## src/rtl/spike_frame_fetcher.sv

```systemverilog
// Read-side sequencer for the input spike RAM.
// Streams num_frames consecutive RAM words from base_addr over a valid/ready
// interface. A 2-entry output FIFO plus a single inflight read slot hides the
// 1-cycle RAM latency, so a frame can be delivered every cycle.
module spike_frame_fetcher #(
  parameter int unsigned DATA_W = 256,
  parameter int unsigned ADDR_W = 16,
  parameter int unsigned DEPTH  = 1002
) (
  input  logic              clk,
  input  logic              rst,
  input  logic              start,
  input  logic [ADDR_W-1:0] base_addr,
  input  logic [15:0]       num_frames,
  input  logic              abort,
  output logic [ADDR_W-1:0] ram_address,
  output logic              ram_we,
  output logic [DATA_W-1:0] ram_qin,
  input  logic [DATA_W-1:0] ram_data_out,
  output logic              spk_valid,
  input  logic              spk_ready,
  output logic [DATA_W-1:0] spk_data,
  output logic              spk_last,
  output logic [15:0]       spk_index,
  output logic              busy,
  output logic              done
);

  typedef enum logic [1:0] {StIdle, StRun, StDrain, StFin} state_e;

  state_e state_q, state_d;

  logic [ADDR_W-1:0] addr_q;
  logic [15:0]       nf_q;
  logic [15:0]       issued_q;
  logic              inflight_q;
  logic [15:0]       inflight_idx_q;
  logic [DATA_W-1:0] fifo_data_q [2];
  logic [15:0]       fifo_idx_q  [2];
  logic              wr_ptr_q, rd_ptr_q;
  logic [1:0]        count_q;

  logic       pop, push, issue, start_run, flush;
  logic [2:0] occ_sum, credit_used;

  assign pop       = spk_valid & spk_ready;
  assign push      = inflight_q;
  assign start_run = (state_q == StIdle) & start & ~abort;
  assign flush     = (state_q != StIdle) & abort;

  // Occupancy already committed to the FIFO once this cycle's pop retires.
  assign occ_sum     = 3'(count_q) + 3'(inflight_q);
  assign credit_used = occ_sum - 3'(pop);

  // State register.
  always_ff @(posedge clk or posedge rst) begin
    if (rst) begin
      state_q <= StIdle;
    end else begin
      state_q <= state_d;
    end
  end

  // Next-state logic; abort outranks everything else outside IDLE.
  always_comb begin
    state_d = state_q;
    unique case (state_q)
      StIdle: begin
        if (start && !abort) begin
          state_d = (num_frames == 16'd0) ? StFin : StRun;
        end
      end
      StRun: begin
        if (abort) begin
          state_d = StIdle;
        end else if (issue && (issued_q + 16'd1 == nf_q)) begin
          state_d = StDrain;
        end
      end
      StDrain: begin
        if (abort) begin
          state_d = StIdle;
        end else if (count_q == 2'd0 && !inflight_q) begin
          state_d = StFin;
        end
      end
      StFin: begin
        state_d = StIdle;
      end
      default: state_d = StIdle;
    endcase
  end

  // Status outputs and read-issue decision.
  always_comb begin
    busy  = (state_q != StIdle);
    done  = (state_q == StFin);
    issue = (state_q == StRun) && !abort && (issued_q != nf_q) && (credit_used < 3'd2);
  end

  // Run parameters, read address/counters, inflight slot and FIFO storage.
  always_ff @(posedge clk or posedge rst) begin
    if (rst) begin
      addr_q         <= '0;
      nf_q           <= '0;
      issued_q       <= '0;
      inflight_q     <= 1'b0;
      inflight_idx_q <= '0;
      fifo_data_q[0] <= '0;
      fifo_data_q[1] <= '0;
      fifo_idx_q[0]  <= '0;
      fifo_idx_q[1]  <= '0;
      wr_ptr_q       <= 1'b0;
      rd_ptr_q       <= 1'b0;
      count_q        <= '0;
    end else if (flush) begin
      // Drop queued frames and the read still in flight.
      inflight_q <= 1'b0;
      wr_ptr_q   <= 1'b0;
      rd_ptr_q   <= 1'b0;
      count_q    <= '0;
    end else begin
      if (start_run) begin
        addr_q   <= ADDR_W'(base_addr % ADDR_W'(DEPTH));
        nf_q     <= num_frames;
        issued_q <= '0;
      end
      if (issue) begin
        addr_q         <= (addr_q == ADDR_W'(DEPTH - 1)) ? '0 : addr_q + ADDR_W'(1);
        issued_q       <= issued_q + 16'd1;
        inflight_idx_q <= issued_q;
      end
      inflight_q <= issue;
      if (push) begin
        fifo_data_q[wr_ptr_q] <= ram_data_out;
        fifo_idx_q[wr_ptr_q]  <= inflight_idx_q;
        wr_ptr_q              <= ~wr_ptr_q;
      end
      if (pop) begin
        rd_ptr_q <= ~rd_ptr_q;
      end
      count_q <= count_q + 2'(push) - 2'(pop);
    end
  end

  // The RAM sees the current read address directly so its data lands one edge
  // after the issue cycle.
  assign ram_address = addr_q;
  assign ram_we      = 1'b0;
  assign ram_qin     = '0;

  assign spk_valid = (count_q != 2'd0);
  assign spk_data  = fifo_data_q[rd_ptr_q];
  assign spk_index = fifo_idx_q[rd_ptr_q];
  assign spk_last  = spk_valid && (fifo_idx_q[rd_ptr_q] == nf_q - 16'd1);

endmodule
```

## config.mk

```make
export PLATFORM = sky130hd
export DESIGN_NAME = spike_frame_fetcher
export DESIGN_NICKNAME = d
export VERILOG_FILES = /design/src/rtl/spike_frame_fetcher.sv
export SDC_FILE = /design/constraint.sdc
export NUM_CORES = 1
export LEC_CHECK = 0
export CORE_AREA = 5 5 323 325
export CTS_CLUSTER_SIZE = 12
export DETAILED_ROUTE_END_ITERATION = 16
export DIE_AREA = 0 0 328 330
export PLACE_DENSITY_LB_ADDON = 0.05
export SKIP_LAST_GASP = 1
export SYNTH_ARGS = -nofsm -noshare
export SYNTH_HDL_FRONTEND = slang
export SYNTH_SLANG_ARGS = --single-unit
```

## constraint.sdc

```tcl
create_clock -name clk -period 24.1 [get_ports clk]
set_clock_uncertainty 0.05 [all_clocks]
set_input_delay 2.41 -clock clk [delete_from_list [all_inputs] [get_ports clk]]
set_output_delay 2.41 -clock clk [all_outputs]
set_load 0.01 [all_outputs]
```

# Word-level counts from Yosys, hierarchy flattened
# Cells that the tools add are included.
[totals] rom_bits=0 out_inout_bits=549 reg_bits=615 latch_bits=0 wordCells=98 mem_count=0 in_bits=293 mem_bits_rw=0
[op_classes] mul=0 n_lt_le_gt_ge=4 reduce_logical=23 bitwise_logic=10 n_addsub=7 mux=30 n_div=1 n_shift=0 eq_ne=10
[op_table] cell="256-bit 2-to-1 mux" count=4
[op_table] cell="512-bit bitwise mux" count=1
[op_table] cell="256-bit demux with 1-bit select" count=1
[op_table] cell="16-bit 2-to-1 mux" count=9
[op_table] cell="16-bit by 1-bit adder with 16-bit output (second input constant)" count=2
[op_table] cell="32-bit bitwise mux" count=1
[op_table] cell="16-bit equality test" count=2
[op_table] cell="16-bit demux with 1-bit select" count=1
[op_table] cell="16-bit by 10-bit equality test with 1-bit output (second input constant)" count=1
[op_table] cell="16-bit logical NOT" count=1
[op_table] cell="16-bit by 10-bit modulo with 16-bit output (second input constant)" count=1
[op_table] cell="16-bit != test" count=1
[op_table] cell="16-bit by 1-bit subtractor with 16-bit output (second input constant)" count=1
[op_table] cell="2-bit 2-to-1 mux" count=7
[op_table] cell="2-bit nonzero test" count=5
[op_table] cell="1-bit logical AND" count=8
[op_table] cell="2-bit one-hot mux with 4 select lines" count=1
[op_table] cell="2-bit AND reduction" count=4
[op_table] cell="3-bit != test (second input constant)" count=2
[op_table] cell="1-bit 2-to-1 mux" count=5
[op_table] cell="1-bit AND" count=4
[op_table] cell="2-bit equality test (second input constant)" count=2
[op_table] cell="2-bit >= comparator (second input constant)" count=2
[op_table] cell="2-bit logical NOT" count=2
[op_table] cell="other kinds (12)" count=17

# Depth between registers and ports, before layout
# Gate-level depths: netlist of the first run.
[logic_depth] ltp_word=9 depth_mapped=25 depth_no_buf=19

# Least setup slack after synthesis of the first run
# No wires, ideal clock.
[synth_path] kind="input to register" start="input port base_addr[10]" end="register addr_q[3] (netlist: ram_address[3])" setup_slack_ps=16850 setup_time_ps=131 path_buffers=3 required_time_ps=23919 stages=22 arrival_ps=7068 cell_sequence="buf_2 inv_1 a21o_1 a21oi_1 nor3_2 or4_1 o21a_1 a21boi_4 a31oi_2 nand3_2 a21bo_1 buf_2 o21a_1 buf_6 o32a_4 o21ai_2 or3b_1 o22a_1 o21ai_4 mux2i_1 xor2_1 o21ai_1"
[synth_via] elab_chain_len=3
[synth_lines] element="start: declaration" line="13" text="input logic [ADDR_W-1:0] base_addr,"
[synth_lines] element="16-bit by 10-bit modulo with 16-bit output" line="124" text="addr_q <= ADDR_W'(base_addr % ADDR_W'(DEPTH));"
[synth_lines] element="16-bit 2-to-1 mux" line="123" text="if (start_run) begin"
[synth_lines] element="16-bit 2-to-1 mux" line="128" text="if (issue) begin"
[synth_lines] element="end signal: assignment" line="124"
[synth_lines] element="end signal: assignment" line="129" text="addr_q <= (addr_q == ADDR_W'(DEPTH - 1)) ? '0 : addr_q + ADDR_W'(1);"
[synth_lines] element="end: declaration" line="33" text="logic [ADDR_W-1:0] addr_q;"
# Every way passes these cells. The select of a mux whose other input is x is not followed.
# A chain may end at the register's enable or synchronous reset.

# Worst setup path in the final report of the first run
[layout_path] start="input port base_addr[6]" end="register addr_q[3] (netlist: ram_address[3])"
# The elaborated chain is that of the path after synthesis.

==> impl_metrics.tcl, run 1 <==
set metrics [dict create \
    status "finished clean" \
    cts_max_level 3 \
    grt_pass1_vias 22914 \
    netlist_instances 2601 \
    synth-edff-count 0 \
    total_power_mw 5.002 \
    antenna_found_initial 28 \
    die_h_um 330 \
    wl_met2_mm 48.55 \
    critical_path.startpoint_type "primary input" \
    grt_pass1_wl_mm 146.3 \
    ctsHoldBuffers 0 \
    tightest_slew_ns 1.113 \
    dp_hpwl_mm 70.38 \
    yosys_warnings 0 \
    numCtsBuffers 78 \
    seq_area_frac_synth_pct 48.57 \
    clkSinkCount 615 \
    drtIter0Drc 929 \
    synth_area_leaders "dfrtp_1 (49%), mux2_2 (29%), buf_4 (6.1%)" \
    path_delay_family "compound AO/OA/AOI/OAI gates" \
    final_cells 4579 \
    synth-seq-cells 615 \
    cts.repair.resized 0 \
    fin_hold_ws_ns 0.4423 \
    power.density_nw_per_um2 123.4 \
    fmax_mhz 111.2 \
    cts_max_path_buffers 3 \
    relSlewSlack_pct 25.81 \
    grt_max_degree 168 \
    slew_viol_final 0 \
    layout-drive-gt1-share_pct 30.64 \
    coreArea_um2 101200 \
    num_rows 117 \
    arrival_ns 9.42 \
    tns_ns 0 \
    setup_ws_ns 15.11 \
    worstPathMaxFanout 18 \
    setup_viol 0 \
    clk_pin_slew_worst_paths_ns 0.05 \
    worst-path-buf-inv 1 \
    syn_to_final_growth_pct 27.93 \
    place_inst 4430 \
    fp.dieW_um 328 \
    nets 3442 \
    syn_area_um2 31690 \
    cpPeakStageDelay_ns 0.87 \
    viasPerCell 4.657 \
    wirelength_mm 97.98 \
    grt_overflow_total 0 \
    insertion_delay_ns 0.62 \
    crit_required_ns 24.52 \
    cts_setup_buffers 0 \
    period_share_pct 37.31 \
    dieArea_um2 108200 \
    hold_viol 0 \
    gp_congestion 0.7884 \
    post_dp_cell_area_um2 37940 \
    synthMostInstantiatedCell "mux2_2" \
    io_pins 842 \
    yosys-top-cells-count "mux2_2 (817), dfrtp_1 (615), buf_4 (258)" \
    io_buffers 584 \
    dp_slack_ns 14.46 \
    cts-root-buf "clkbuf_16" \
    crit_chain "clkdlybuf4s50_1, o21ai_1, a2111oi_2, a21o_1, a31oi_2, or4_1, o21a_1, a21boi_4, a31oi_2, nand3_2, a21bo_1, o21a_1, o32a_4, o21ai_2, or3b_1, o22a_1, o21ai_4, mux2i_1, xor2_1, o21ai_1" \
    vias 21324 \
    wl_met1_mm 38.73 \
    p_leak_nw 18.20 \
    hold_path.class "flip-flop to flip-flop" \
    drc 0 \
    wl_per_cell_um 21.40 \
    postLayoutCoreUtil_pct 40.07 \
    crit_type "primary input to flip-flop" \
    detail-route-antenna-nets 0 \
    cp_slowest_cell "clkdlybuf4s50_1" \
    final_area_um2 40540 \
    drtPass1Iterations 5 \
    synth_top_area_share_pct 48.57 \
    initial_core_util_pct 31.32 \
    wl_met3_mm 8.038 \
    synth_flop_cell "dfrtp_1" \
    maxCapViolCount 0 \
    top_layer "met5" \
    synthArstFlopShare_pct 100.0 \
    fin_crit_ns 8.993 \
    rsz0062_at_grt "no" \
    ys_types 85 \
    syn_area_per_cell_um2 12.18 \
    cts_tree "yes" \
    critPathCaptureType "flip-flop" \
    yosys.area.top_type "dfrtp_1" \
    irDropWorstVdd_v 0.00006419 \
    grtUsageTotal_pct 17.50 \
]
worst register-to-register path, delay by kind of cell (launching register included):
family / cells / cell delay, ns
flops: 1 / 0.44
simple gates: 3 / 0.82
mux: 1 / 0.52
buf+inv: 3 / 2.47
final timing paths:
check / from / end / slack [ns] / cells after the start
max: base_addr[6] / ram_address[3]$_DFFE_PP0P_ / 15.11 / 20
min: inflight_idx_q[1]$_DFFE_PP0P_ / inflight_idx_q[1]$_DFFE_PP0P_ / 0.44 / 2
max reg2reg: state_q[1]$_DFFE_PP0P_ / fifo_data_q[365]$_DFFE_PP0P_ / 19.68 / 7
min reg2reg: inflight_idx_q[1]$_DFFE_PP0P_ / inflight_idx_q[1]$_DFFE_PP0P_ / 0.44 / 2
max in group asynchronous: rst / fifo_data_q[83]$_DFFE_PP0P_ / 19.71 / 4
min in group asynchronous: rst / fifo_data_q[213]$_DFFE_PP0P_ / 2.22 / 2
final cells by class:
cell class / instances / area (µm²)
Sequential cell: 615 / 15390
Tap cell: 1368 / 1712
Multi-Input combinational cell: 1820 / 14710
Timing Repair Buffer: 604 / 6033
Fill cell: 9706 / 60620
Inverter: 23 / 93.84
Antenna cell: 16 / 40.04
Clock inverter: 11 / 187.7
Clock buffer: 122 / 2370
metal layers:
metal,GRT usage (%),up-vias
met5,0,-
met4,5.778,22
met3,6.295,139
met2,29.81,630
met1,20.65,10752
li1,-,9781
layout by cell type, fill, tap and decap left out, types with 8 or more instances in the layout:
cell | synthesis | routed
mux2_2 | 817 | 817
dfrtp_1 | 615 | 614
clkdlybuf4s50_1 | 0 | 584
conb_1 | 1 | 257
nand2_1 | 172 | 172
clkbuf_16 | 0 | 80
nor2_1 | 76 | 76
o21ai_0 | 59 | 59
xnor2_1 | 44 | 44
a21oi_1 | 40 | 40
xor2_1 | 38 | 38
nand3_1 | 36 | 35
and3_1 | 27 | 27
nor3_1 | 22 | 22
inv_1 | 22 | 21
clkbuf_1 | 131 | 21
clkbuf_8 | 0 | 21
buf_4 | 258 | 17
diode_2 | 0 | 16
nor4_1 | 14 | 14
nor3b_1 | 13 | 12
o211ai_1 | 12 | 12
mux2i_1 | 10 | 10
or3_1 | 10 | 10
a31oi_1 | 10 | 10
a21o_1 | 10 | 10
and2_1 | 8 | 8
a211oi_1 | 8 | 8
o22ai_1 | 8 | 8
power breakdown:
part / switching [mW] / leakage, nW / internal [mW]
registers: 0.226 / 7.90 / 1.46
clock network: 0.448 / 1.25 / 0.714
logic: 0.917 / 9.05 / 1.24
total: 1.59 / 18.2 / 3.41
kinds of logic after synthesis:
| family | Yosys count | share of synthesized area, % |
|---|---|---|
| other | 1 | 0.01184 |
| XOR/XNOR | 83 | 2.342 |
| multiplexers | 828 | 29.40 |
| buffers and inverters | 422 | 8.107 |
| AO/OA/AOI/OAI | 220 | 4.802 |
| flip-flops | 615 | 48.57 |
| AND/OR/NAND/NOR | 423 | 6.405 |
| adder cells (fa/ha/maj) | 9 | 0.3633 |
registers in the layout (all words and copies together), names as in the netlist:
name	cells
fifo_data_q	512
fifo_idx_q	32
inflight_idx_q	16
issued_q	16
nf_q	16
ram_address	16
count_q	2
state_q	2
inflight_q	1
rd_ptr_q	1
wr_ptr_q	1
Power figures use the tool's default switching activity.
==> inputs of run 2 (changes only) <==
Clock period 24.1 ns to 8.9 ns, I/O delays scaled along.
==> impl_metrics.tcl, run 2 (synthesis results as in run 1) <==
set metrics [dict create \
    nets 3442 \
    fp.dieW_um 328 \
    final_cell_mix "mux2_2 (817), dfrtp_1 (614), clkdlybuf4s50_1 (584), conb_1 (257), nand2_1 (172)" \
    final_common_cell "mux2_2" \
    critical_path.startpoint_type "primary input" \
    fillers 9669 \
    wl_per_cell_um 21.31 \
    vias 21360 \
    syn_to_final_growth_pct 27.99 \
    cts.repair.resized 0 \
    cts_tree "yes" \
    insertion_delay_ns 0.63 \
    dieArea_um2 108200 \
    io_buffers 584 \
    slew_viol_final 0 \
    tns_ns 0 \
    grt_pass1_vias 22590 \
    grt_pass1_wl_mm 145.2 \
    tightest_slew_ns 1.039 \
    io_pins 842 \
    wirelength_mm 97.60 \
    period_share_pct 83.88 \
    clk_pin_slew_worst_paths_ns 0.06 \
    grt_max_degree 145 \
    largest_register_ff_count 512 \
    power.density_nw_per_um2 334.2 \
    grtUsageTotal_pct 17.30 \
    crit_type "primary input to flip-flop" \
    cp_slowest_cell "clkdlybuf4s50_1" \
    rsz0062_at_grt "no" \
    cts-root-buf "clkbuf_16" \
    critPathCaptureType "flip-flop" \
    cpPeakStageDelay_ns 0.87 \
    layout-drive-gt1-share_pct 30.72 \
    total_power_mw 13.55 \
    die_h_um 330 \
    drtIter0Drc 772 \
    antenna_found_initial 23 \
    relSlewSlack_pct 30.75 \
    crit_chain "clkdlybuf4s50_1, o21ai_1, a2111oi_2, a21o_1, a211oi_4, nor3_1, a21o_1, mux2_4, a31oi_2, nand3_2, a21bo_1, o21a_1, buf_4, o32a_4, o21ai_2, or3b_1, o22a_1, o21ai_4, mux2i_1, xor2_1, o21ai_1" \
    place_inst 4432 \
    fmax_mhz 133.9 \
    fin_crit_ns 7.466 \
    largest_registers "fifo_data_q (512), fifo_idx_q (32)" \
    hold_viol 0 \
    drtPass1Iterations 5 \
    grt_overflow_total 0 \
    crit_required_ns 9.33 \
    cts_max_path_buffers 3 \
    final_cells 4579 \
    num_rows 117 \
    cts_setup_buffers 0 \
    ctsHoldBuffers 0 \
    hold_path.class "flip-flop to flip-flop" \
    gp_congestion 0.7994 \
    viasPerCell 4.665 \
    detail-route-antenna-nets 0 \
    worstPathMaxFanout 18 \
    setup_viol 0 \
    clkSinkCount 615 \
    drc 0 \
    numCtsBuffers 76 \
    seq_area_um2 15390 \
    arrival_ns 7.89 \
    regMostFlops "fifo_data_q" \
    multi_input_area_um2 14710 \
    dp_hpwl_mm 69.97 \
    maxCapViolCount 0 \
    initial_core_util_pct 31.32 \
    coreArea_um2 101200 \
    irDropWorstVdd_v 0.0001934 \
    p_leak_nw 18.22 \
    cts_max_level 3 \
    status "finished clean" \
]
run 2: cell count changes in the layout (fill, tap and decap cells not counted), sizes merged:
cell,delta
buf,+2
bufinv,+3
clkbuf,-8
clkinv,+9
clkinvlp,+2
diode,-8
run 2: report_power, final:
| part | leakage, nW | switching (mW) | internal (mW) |
|---|---|---|---|
| clock | 1.25 | 1.24 | 1.92 |
| sequential | 7.90 | 0.581 | 3.96 |
| combinational | 9.07 | 2.50 | 3.35 |
run 2: final timing paths:
check                                             start                            to  slack [ns]  cells after the start
max in group asynchronous                           rst  fifo_data_q[222]$_DFFE_PP0P_        6.17                      5
min in group asynchronous                           rst   fifo_data_q[14]$_DFFE_PP0P_        0.76                      3
max                                        base_addr[6]    ram_address[3]$_DFFE_PP0P_        1.43                     21
max reg2reg                        count_q[1]$_DFF_PP0_    ram_address[7]$_DFFE_PP0P_        4.66                     15
min reg2reg                fifo_data_q[114]$_DFFE_PP0P_  fifo_data_q[114]$_DFFE_PP0P_        0.45                      1
min                        fifo_data_q[114]$_DFFE_PP0P_  fifo_data_q[114]$_DFFE_PP0P_        0.45                      1
run 2: area by class of cell:
cell class                      instances  share of cell area (%)
Antenna cell                            8                 0.04937
Clock buffer                          114                   5.443
Clock inverter                         25                  0.8361
Inverter                               23                  0.2221
Multi-Input combinational cell       1820                   36.26
Sequential cell                       615                   37.96
Tap cell                             1368                   4.221
Timing Repair Buffer                  606                   15.01
run 2: per-layer routing:
layer  wire length, µm  vias up  GRT usage (%)
li1                  -     9788              -
met1             39020    10780          20.72
met2             48910      652          30.23
met3              7770      122          5.611
met4              1797       18          4.361
met5               104        -              0
run 2: through the flow:
step | worst slack [ns] | cell area, µm² | util (%) | hold WS, ns
after detailed placement | 0.8529 | 37990 | 37.55 | 0.4367
after floorplan | -0.4330 | 32650 | - | 0.4100
after global routing | 0.9810 | 40540 | 40.07 | 0.4554
final | 1.434 | 40550 | 40.09 | 0.4461
after global placement | 1.054 | 37990 | 37.55 | 0.4262
after CTS | 1.545 | 40530 | 40.07 | 0.4501
run 2: worst max-delay path, delay by kind of cell:
kind | cells | cell delay (ns)
muxes | 2 | 0.64
AOI/OAI and AO/OA | 13 | 4.20
xor gates and xnor gates | 1 | 0.17
buffers and inverters | 2 | 1.06
and+or+nand+nor | 3 | 0.92
==> inputs of run 3 (changes only) <==
Clock period 8.9 ns to 7.65 ns, I/O delays scaled along.
==> impl_metrics.tcl, run 3 (synthesis results as in run 1) <==
set metrics [dict create \
    regMostFlops "fifo_data_q" \
    cts-root-buf "clkbuf_16" \
    ctsHoldBuffers 0 \
    die_h_um 330 \
    viasPerCell 4.700 \
    nets 3451 \
    status "finished clean" \
    maxCapViolCount 0 \
    cts.repair.resized 0 \
    grt_overflow_total 0 \
    gp_congestion 0.7668 \
    final_cells 4586 \
    final_cell_mix "mux2_2 (817), dfrtp_1 (614), clkdlybuf4s50_1 (584), conb_1 (257), nand2_1 (172)" \
    final_area_um2 40710 \
    syn_to_final_growth_pct 28.49 \
    irDropWorstVdd_v 0.0002695 \
    critical_path.startpoint_type "primary input" \
    detail-route-antenna-nets 0 \
    final_common_cell "mux2_2" \
    fp.dieW_um 328 \
    drtIter0Drc 962 \
    largest_registers "fifo_data_q (512), fifo_idx_q (32)" \
    grtUsageTotal_pct 17.23 \
    antenna_found_initial 25 \
    crit_required_ns 8.10 \
    layout-drive-gt1-share_pct 30.99 \
    setup_ws_ns 0.7676 \
    numCtsBuffers 78 \
    rsz0062_at_grt "no" \
    insertion_delay_ns 0.63 \
    clk_pin_slew_worst_paths_ns 0.06 \
    cts_max_path_buffers 3 \
    slew_viol_final 0 \
    num_rows 117 \
    place_inst 4439 \
    coreArea_um2 101200 \
    grt_pass1_wl_mm 144.6 \
    arrival_ns 7.34 \
    p_leak_nw 18.30 \
    io_pins 842 \
    critPathCaptureType "flip-flop" \
    grt_pass1_vias 22594 \
    setup_viol 0 \
    dp_slack_ns 0.2308 \
    postLayoutCoreUtil_pct 40.25 \
    largest_register_ff_count 512 \
    crit_type "primary input to flip-flop" \
    power.density_nw_per_um2 387.8 \
    dieArea_um2 108200 \
    grt_max_degree 142 \
    hold_path.class "flip-flop to flip-flop" \
    relSlewSlack_pct 33.21 \
    clkSinkCount 615 \
    dp_hpwl_mm 70.22 \
    r2r.worst_path.cells 15 \
    vias 21553 \
    drc 0 \
    wl_per_cell_um 21.20 \
    hold_viol 0 \
    io_buffers 584 \
    period_share_pct 89.97 \
    cts_max_level 3 \
    reg2reg_slack_ns 3.37 \
    cts_setup_buffers 0 \
    min_path_cells 2 \
    drtPass1Iterations 5 \
    wirelength_mm 97.23 \
    fmax_mhz 145.3 \
    post_dp_cell_area_um2 38090 \
    cts_tree "yes" \
    worstPathMaxFanout 15 \
    fin_crit_ns 6.882 \
    initial_core_util_pct 31.32 \
    tightest_slew_ns 1.002 \
]
## run 3: changes by cell type in the layout (fill, tap and decap cells not counted), moves of 3 or more
cell,delta
buf_12,+4
buf_4,+3
clkinv_2,-4
diode_2,+6
clkbuf_1,-8
## run 3: layout make-up
type	count	area, µm²
Clock buffer	108	2216
Multi-Input combinational cell	1820	14710
Sequential cell	615	15390
Antenna cell	14	35.03
Clock inverter	25	374.1
Inverter	23	90.09
Tap cell	1368	1712
Timing Repair Buffer	613	6188
Fill cell	9603	60440
## run 3: worst paths after layout
kind,to,start
setup / recovery,ram_address[3]$_DFFE_PP0P_,base_addr[8]
hold / removal,inflight_idx_q[1]$_DFFE_PP0P_,inflight_idx_q[1]$_DFFE_PP0P_
setup reg to reg,ram_address[7]$_DFFE_PP0P_,count_q[1]$_DFF_PP0_
hold reg to reg,inflight_idx_q[1]$_DFFE_PP0P_,inflight_idx_q[1]$_DFFE_PP0P_
max in group asynchronous,fifo_data_q[400]$_DFFE_PP0P_,rst
min in group asynchronous,fifo_data_q[252]$_DFFE_PP0P_,rst
## run 3: critical path: stages
cell and delay [ns]:
clkdlybuf4s50_1 0.79, o21ai_1 0.29, a2111oi_2 0.60, a21oi_1 0.26, nor3_2 0.39, nor3_1 0.11
a21oi_1 0.59, o221ai_1 0.39, o311a_1 0.23, o211ai_1 0.31, a21bo_1 0.31, o21a_1 0.23
buf_4 0.24, mux2i_1 0.22, o211ai_1 0.23, or3_1 0.40, o22a_1 0.28, o21ai_4 0.21
mux2i_1 0.24, xor2_1 0.17, o21ai_1 0.07
## run 3: routing by layer
metal  wire length, µm  track usage [%]  vias to the layer above  part of all wire [%]
li1                  -                -                     9802                     -
met1             38290            20.37                    10900                    39
met2             48650            30.03                      700                    50
met3              7749            5.863                      135                   8.0
met4              2441            4.706                       16                   2.5
met5                99                0                        -                  0.10
## run 3: power breakdown
group / internal (mW) / switching [mW]
clock network: 2.26 / 1.45
logic: 3.91 / 2.86
registers: 4.60 / 0.708
## run 3: through the flow
step           hold WS, ns  total power [mW]  setup TNS [ns]
2_1_floorplan       0.4100             9.015         -958.20
3_3_place_gp        0.4303             12.12               0
3_5_place_dp        0.4366             12.27               0
4_1_cts             0.4487             16.13               0
5_1_grt             0.4570             16.75               0
6_report            0.4450             15.79               0
